## config.mk

```make
export PLATFORM = sky130hd
export DESIGN_NAME = fetch_unit
export DESIGN_NICKNAME = d
export VERILOG_FILES = /design/src/rtl/fetch_unit.sv
export SDC_FILE = /design/constraint.sdc
export NUM_CORES = 1
export LEC_CHECK = 0
export ABC_CLOCK_PERIOD_IN_PS = 3700
export BUFFER_PORTS_ARGS = -buffer_cell sky130_fd_sc_hd__buf_4
export CAP_MARGIN = 10
export CORE_ASPECT_RATIO = 1.2
export CORE_MARGIN = 2
export CORE_UTILIZATION = 59
export CTS_BUF_LIST = sky130_fd_sc_hd__clkbuf_8
export DETAILED_ROUTE_END_ITERATION = 8
export GPL_TIMING_DRIVEN = 0
export PLACE_DENSITY = 0.87
export SLEW_MARGIN = 25
export SYNTH_ARGS = -nofsm -noshare
export SYNTH_HDL_FRONTEND = slang
export SYNTH_SLANG_ARGS = --single-unit
```

## constraint.sdc

```tcl
create_clock -name clk -period 3.7 [get_ports clk]
set_input_delay 0.74 -clock clk [delete_from_list [all_inputs] [get_ports clk]]
set_output_delay 0.74 -clock clk [all_outputs]
set_load 0.01 [all_outputs]
```

## src/rtl/fetch_unit.sv

```systemverilog
// Instruction-fetch stage: owns the PC, fetches over a req/ack handshake, issues
// IF/ID values (instruction, PC+4, PC+8) and applies decode redirects after the delay slot.
module fetch_unit #(
    parameter logic [31:0] RESET_PC = 32'h0000_0000,
    parameter logic [31:0] NOP_INST = 32'h0000_0000
) (
    input  logic        clk,
    input  logic        reset,
    input  logic        stall,
    input  logic        branch,
    input  logic        jump,
    input  logic [31:0] branchtarget,
    input  logic [31:0] jumptarget,
    output logic        imem_req,
    output logic [31:0] imem_addr,
    input  logic        imem_ack,
    input  logic [31:0] imem_rdata,
    output logic [31:0] instructionout,
    output logic [31:0] delayout,
    output logic [31:0] delay2out,
    output logic        fetch_valid
);

    typedef enum logic [1:0] {
        IDLE,
        REQ,
        HOLD
    } state_t;

    state_t      state_q, state_d;
    logic [31:0] pc_q, pc_d;
    logic        req_q, req_d;
    logic [31:0] instr_q, instr_d;
    logic [31:0] delay_q, delay_d;
    logic [31:0] delay2_q, delay2_d;
    logic        valid_q, valid_d;
    logic        redir_pending_q, redir_pending_d;
    logic [31:0] redir_target_q, redir_target_d;
    logic [31:0] skid_data_q, skid_data_d;

    logic        redir_now;
    logic [31:0] redir_now_target;
    logic [31:0] next_pc;
    logic        issue;
    logic [31:0] issue_word;

    always_comb begin
        // NOTE: every signal driven here gets a default first, so no path leaves it
        // unassigned and no latch is inferred; combinational logic uses blocking '='.
        state_d         = state_q;
        pc_d            = pc_q;
        req_d           = req_q;
        instr_d         = instr_q;
        delay_d         = delay_q;
        delay2_d        = delay2_q;
        valid_d         = valid_q;
        redir_pending_d = redir_pending_q;
        redir_target_d  = redir_target_q;
        skid_data_d     = skid_data_q;

        // Decode only hands us a redirect in a cycle it is not stalled; jump wins.
        redir_now        = !stall && (branch || jump);
        redir_now_target = {(jump ? jumptarget[31:2] : branchtarget[31:2]), 2'b00};
        next_pc          = redir_now       ? redir_now_target :
                           redir_pending_q ? redir_target_q   : pc_q + 32'd4;

        issue      = !stall && ((state_q == REQ && imem_ack) || state_q == HOLD);
        issue_word = (state_q == HOLD) ? skid_data_q : imem_rdata;

        case (state_q)
            IDLE: begin
                state_d = REQ;
                req_d   = 1'b1;
            end
            REQ: begin
                if (imem_ack && stall) begin
                    skid_data_d = imem_rdata;
                    req_d       = 1'b0;
                    state_d     = HOLD;
                end else if (!imem_ack && !stall) begin
                    instr_d = NOP_INST;
                    valid_d = 1'b0;
                end
            end
            HOLD: begin
                if (!stall) begin
                    req_d   = 1'b1;
                    state_d = REQ;
                end
            end
            default: state_d = IDLE;
        endcase

        // The instruction issuing now is the delay slot of any outstanding redirect.
        if (issue) begin
            instr_d         = issue_word;
            delay_d         = pc_q + 32'd4;
            delay2_d        = pc_q + 32'd8;
            valid_d         = 1'b1;
            pc_d            = next_pc;
            redir_pending_d = 1'b0;
        end else if (redir_now) begin
            redir_pending_d = 1'b1;
            redir_target_d  = redir_now_target;
        end
    end

    // NOTE: sequential state uses non-blocking '<=' so every flop samples pre-edge values.
    always_ff @(posedge clk) begin
        if (reset) begin
            state_q         <= IDLE;
            pc_q            <= RESET_PC;
            req_q           <= 1'b0;
            instr_q         <= NOP_INST;
            delay_q         <= 32'd0;
            delay2_q        <= 32'd0;
            valid_q         <= 1'b0;
            redir_pending_q <= 1'b0;
            redir_target_q  <= 32'd0;
            skid_data_q     <= 32'd0;
        end else begin
            state_q         <= state_d;
            pc_q            <= pc_d;
            req_q           <= req_d;
            instr_q         <= instr_d;
            delay_q         <= delay_d;
            delay2_q        <= delay2_d;
            valid_q         <= valid_d;
            redir_pending_q <= redir_pending_d;
            redir_target_q  <= redir_target_d;
            skid_data_q     <= skid_data_d;
        end
    end

    assign imem_req       = req_q;
    assign imem_addr      = pc_q;
    assign instructionout = instr_q;
    assign delayout       = delay_q;
    assign delay2out      = delay2_q;
    assign fetch_valid    = valid_q;

endmodule
```

==> impl_metrics.json <==
{
  "grt_pass1_vias": 8239,
  "tightest_slew_ps": 903,
  "clock_skew_ps": 12.1,
  "p_sw_share_pct": 28.5,
  "status": "finished, final reports clean",
  "clkPwrFrac_pct": 31.0,
  "p_leak_nw": 4.59,
  "numCtsBuffers": 17,
  "maxSlewHeadroom_pct": 39.8,
  "seq_area_frac_synth_pct": 42.5,
  "grt_pass1_wl_um": 43400,
  "post_cts_buffers": 0,
  "ant_nets": 0,
  "clk_path_buf_depth": 2,
  "vias_per_cell": 5.84,
  "ys_ff_latch": 189,
  "cp_data_arrival_time_ps": 3100,
  "ioPinCount": 232,
  "synth-main-ff-cell": "dfxtp_1",
  "crit_chain": "nand2b_1, buf_2, a21oi_1, clkbuf_1, buf_1, a211oi_1",
  "critPathSlowestCell": "a21oi_1",
  "nNetsFinal": 1424,
  "dpl.hpwl_um": 21300,
  "p_int_mw": 3.06,
  "ctsHoldBuffers": 0,
  "track_usage_pct": 34.9,
  "yosysTopAreaCell": "dfxtp_1",
  "ys_top_cells_by_area": "dfxtp_1, mux2i_1, a211oi_1",
  "cts_root_buf": "clkbuf_8",
  "diodes": 0,
  "cpPeakStageDelay_ps": 590,
  "synth_edf_count": 0,
  "cp.required_ps": 4020,
  "path_clk_slew_ps": 100,
  "post-route-period-util_pct": 75.0,
  "slew_violations": 0,
  "endpoint_kind": "register",
  "p_per_area_nw_per_um2": 382,
  "yosys-top-cells-count": "dfxtp_1, nand2_1, nor2_1",
  "instances_no_fill": 1537,
  "fmax_ghz": 0.360,
  "ir_drop_mv": 0.218,
  "n_fill_cell": 1120,
  "post-route-util_pct": 75.3,
  "synthArstFlopShare_pct": 0,
  "drc": 0,
  "synth.top_cell.area_share_pct": 42.5,
  "io_buffers": 220,
  "syn_area_um2": 8910,
  "grt_setup_unrepaired": "no",
  "tns_ps": 0,
  "ctsResizeCount": 0,
  "antenna_found_initial": 0,
  "cts.htree.levels": 4,
  "comb_power_share_pct": 17.4,
  "seqCellArea_um2": 3780,
  "critPathLaunchType": "register",
  "syn_avg_cell_area_um2": 8.28,
  "crit_fanout": 10,
  "grt_overflow_total": 0,
  "pwr-share-seq_pct": 51.6,
  "numClockSinks": 189,
  "gp_congestion": 0.981,
  "netSwitchingPower_mw": 1.22,
  "ys_warn_count": 0,
  "syn_inst": 1076,
  "multi_input_area_um2": 4570,
  "fin_hold_ws_ps": 452,
  "first_iter_violations": 798,
  "drt_wl_total_um": 28100,
  "hold_viol": 0,
  "vias": 8971,
  "die_x_um": 116,
  "core-area_um2": 14900,
  "cts_tree": "built",
  "dp.cells": 1505,
  "grt_max_degree": 17,
  "crit_type": "reg -> reg",
  "setup_viol": 0,
  "fp-row-count": 49,
  "max_cap_violations": 0,
  "die_h_um": 139,
  "start_util_pct": 59.8,
  "ys_types": 57,
  "drive_above_1_share_pct": 22.1,
  "wire_per_inst_um": 18.3,
  "yosysMostFrequentCell": "dfxtp_1",
  "die_area_um2": 16100,
  "syn2layout_area_growth_pct": 25.9,
  "clk_latency_ps": 470,
  "dr.pass1.iters": 5,
  "hold_class": "reg -> reg",
  "fin_crit_ps": 2780
}
[power groups by stage]
stage	combinational [mW]	sequential [mW]	clock [mW]
after detailed placement	0.733	2.26	0
after CTS	0.736	2.21	1.32
final	0.747	2.21	1.33
after global routing	0.808	2.22	1.40
after global placement	0.718	2.25	0
after floorplan	0.383	2.27	0
[metrics by stage]
| step | total power [mW] | instance area, µm² | setup slack [ps] |
|---|---|---|---|
| 2_1_floorplan | 2.66 | 8930 | 1460 |
| 3_3_place_gp | 2.97 | 10800 | 730 |
| 3_5_place_dp | 2.99 | 10800 | 701 |
| 4_1_cts | 4.26 | 11200 | 1030 |
| 5_1_grt | 4.43 | 11200 | 820 |
| 6_report | 4.29 | 11200 | 924 |
[worst max-delay path, delay by kind of cell (launching register included)]
kind / cells / cell delay (ps)
AOI/OAI and AO/OA: 2 / 760
and+or+nand+nor: 1 / 160
buffers and inverters: 3 / 1330
DFF: 1 / 380
[state kept, by name, summed over array words and instances, names as in the netlist]
register,flops
instructionout,32
skid_data_q,32
delay2out,30
delayout,30
imem_addr,30
redir_target_q,30
state_q,2
fetch_valid,1
imem_req,1
redir_pending_q,1
[area by class of cell]
class	count	share of cell area, %
Clock buffer	21	2.58
Inverter	10	0.335
Clock inverter	11	0.825
Tap cell	204	2.28
Buffer	105	4.77
Sequential cell	189	33.7
Multi-Input combinational cell	777	40.8
Timing Repair Buffer	220	14.7
[cells in the final DEF (no fill, tap or decap), types with 6 or more instances in the layout]
| cell | n |
|---|---|
| clkbuf_1 | 57 |
| inv_1 | 12 |
| nor3_1 | 21 |
| nand2b_1 | 9 |
| and3_1 | 6 |
| nand2_1 | 152 |
| nor2_1 | 128 |
| nand3_1 | 31 |
| buf_1 | 16 |
| buf_4 | 228 |
| buf_2 | 9 |
| a311oi_1 | 7 |
| clkbuf_8 | 21 |
| o21ai_0 | 68 |
| o32ai_1 | 6 |
| a211oi_1 | 81 |
| conb_1 | 6 |
| a21oi_1 | 63 |
| mux2i_1 | 63 |
| a31oi_1 | 8 |
| buf_6 | 13 |
| dfxtp_1 | 189 |
| nor4_1 | 8 |
| xnor2_1 | 27 |
| nand4_1 | 10 |
| xor2_1 | 23 |
[kinds of logic after synthesis]
kind of cell	Yosys count	share of synthesized area (%)
AND/OR/NAND/NOR	392	19.8
other	1	0.0421
XOR/XNOR	50	4.92
adder cells (fa/ha/maj)	2	0.281
multiplexers	66	7.46
flip-flops	189	42.5
AO/OA/AOI/OAI	261	18.6
buffers and inverters	115	6.43
[final timing paths]
check                                 start            end  slack, ps  cells past startpoint
worst max register to register   state_q[0]  delay2out[30]        920                      6
worst min-delay path            fetch_valid    fetch_valid        450                      2
worst max-delay path             state_q[0]  delay2out[30]        920                      6
worst min register to register  fetch_valid    fetch_valid        450                      2
[per-layer routing]
metal,track usage [%],vias up,share of wire (%)
met5,0,-,0
met4,16.3,0,4.2
met3,7.91,86,9.8
met2,57.6,548,48
met1,42.9,4093,38
li1,-,4244,-
Power figures use the tool's default switching activity.
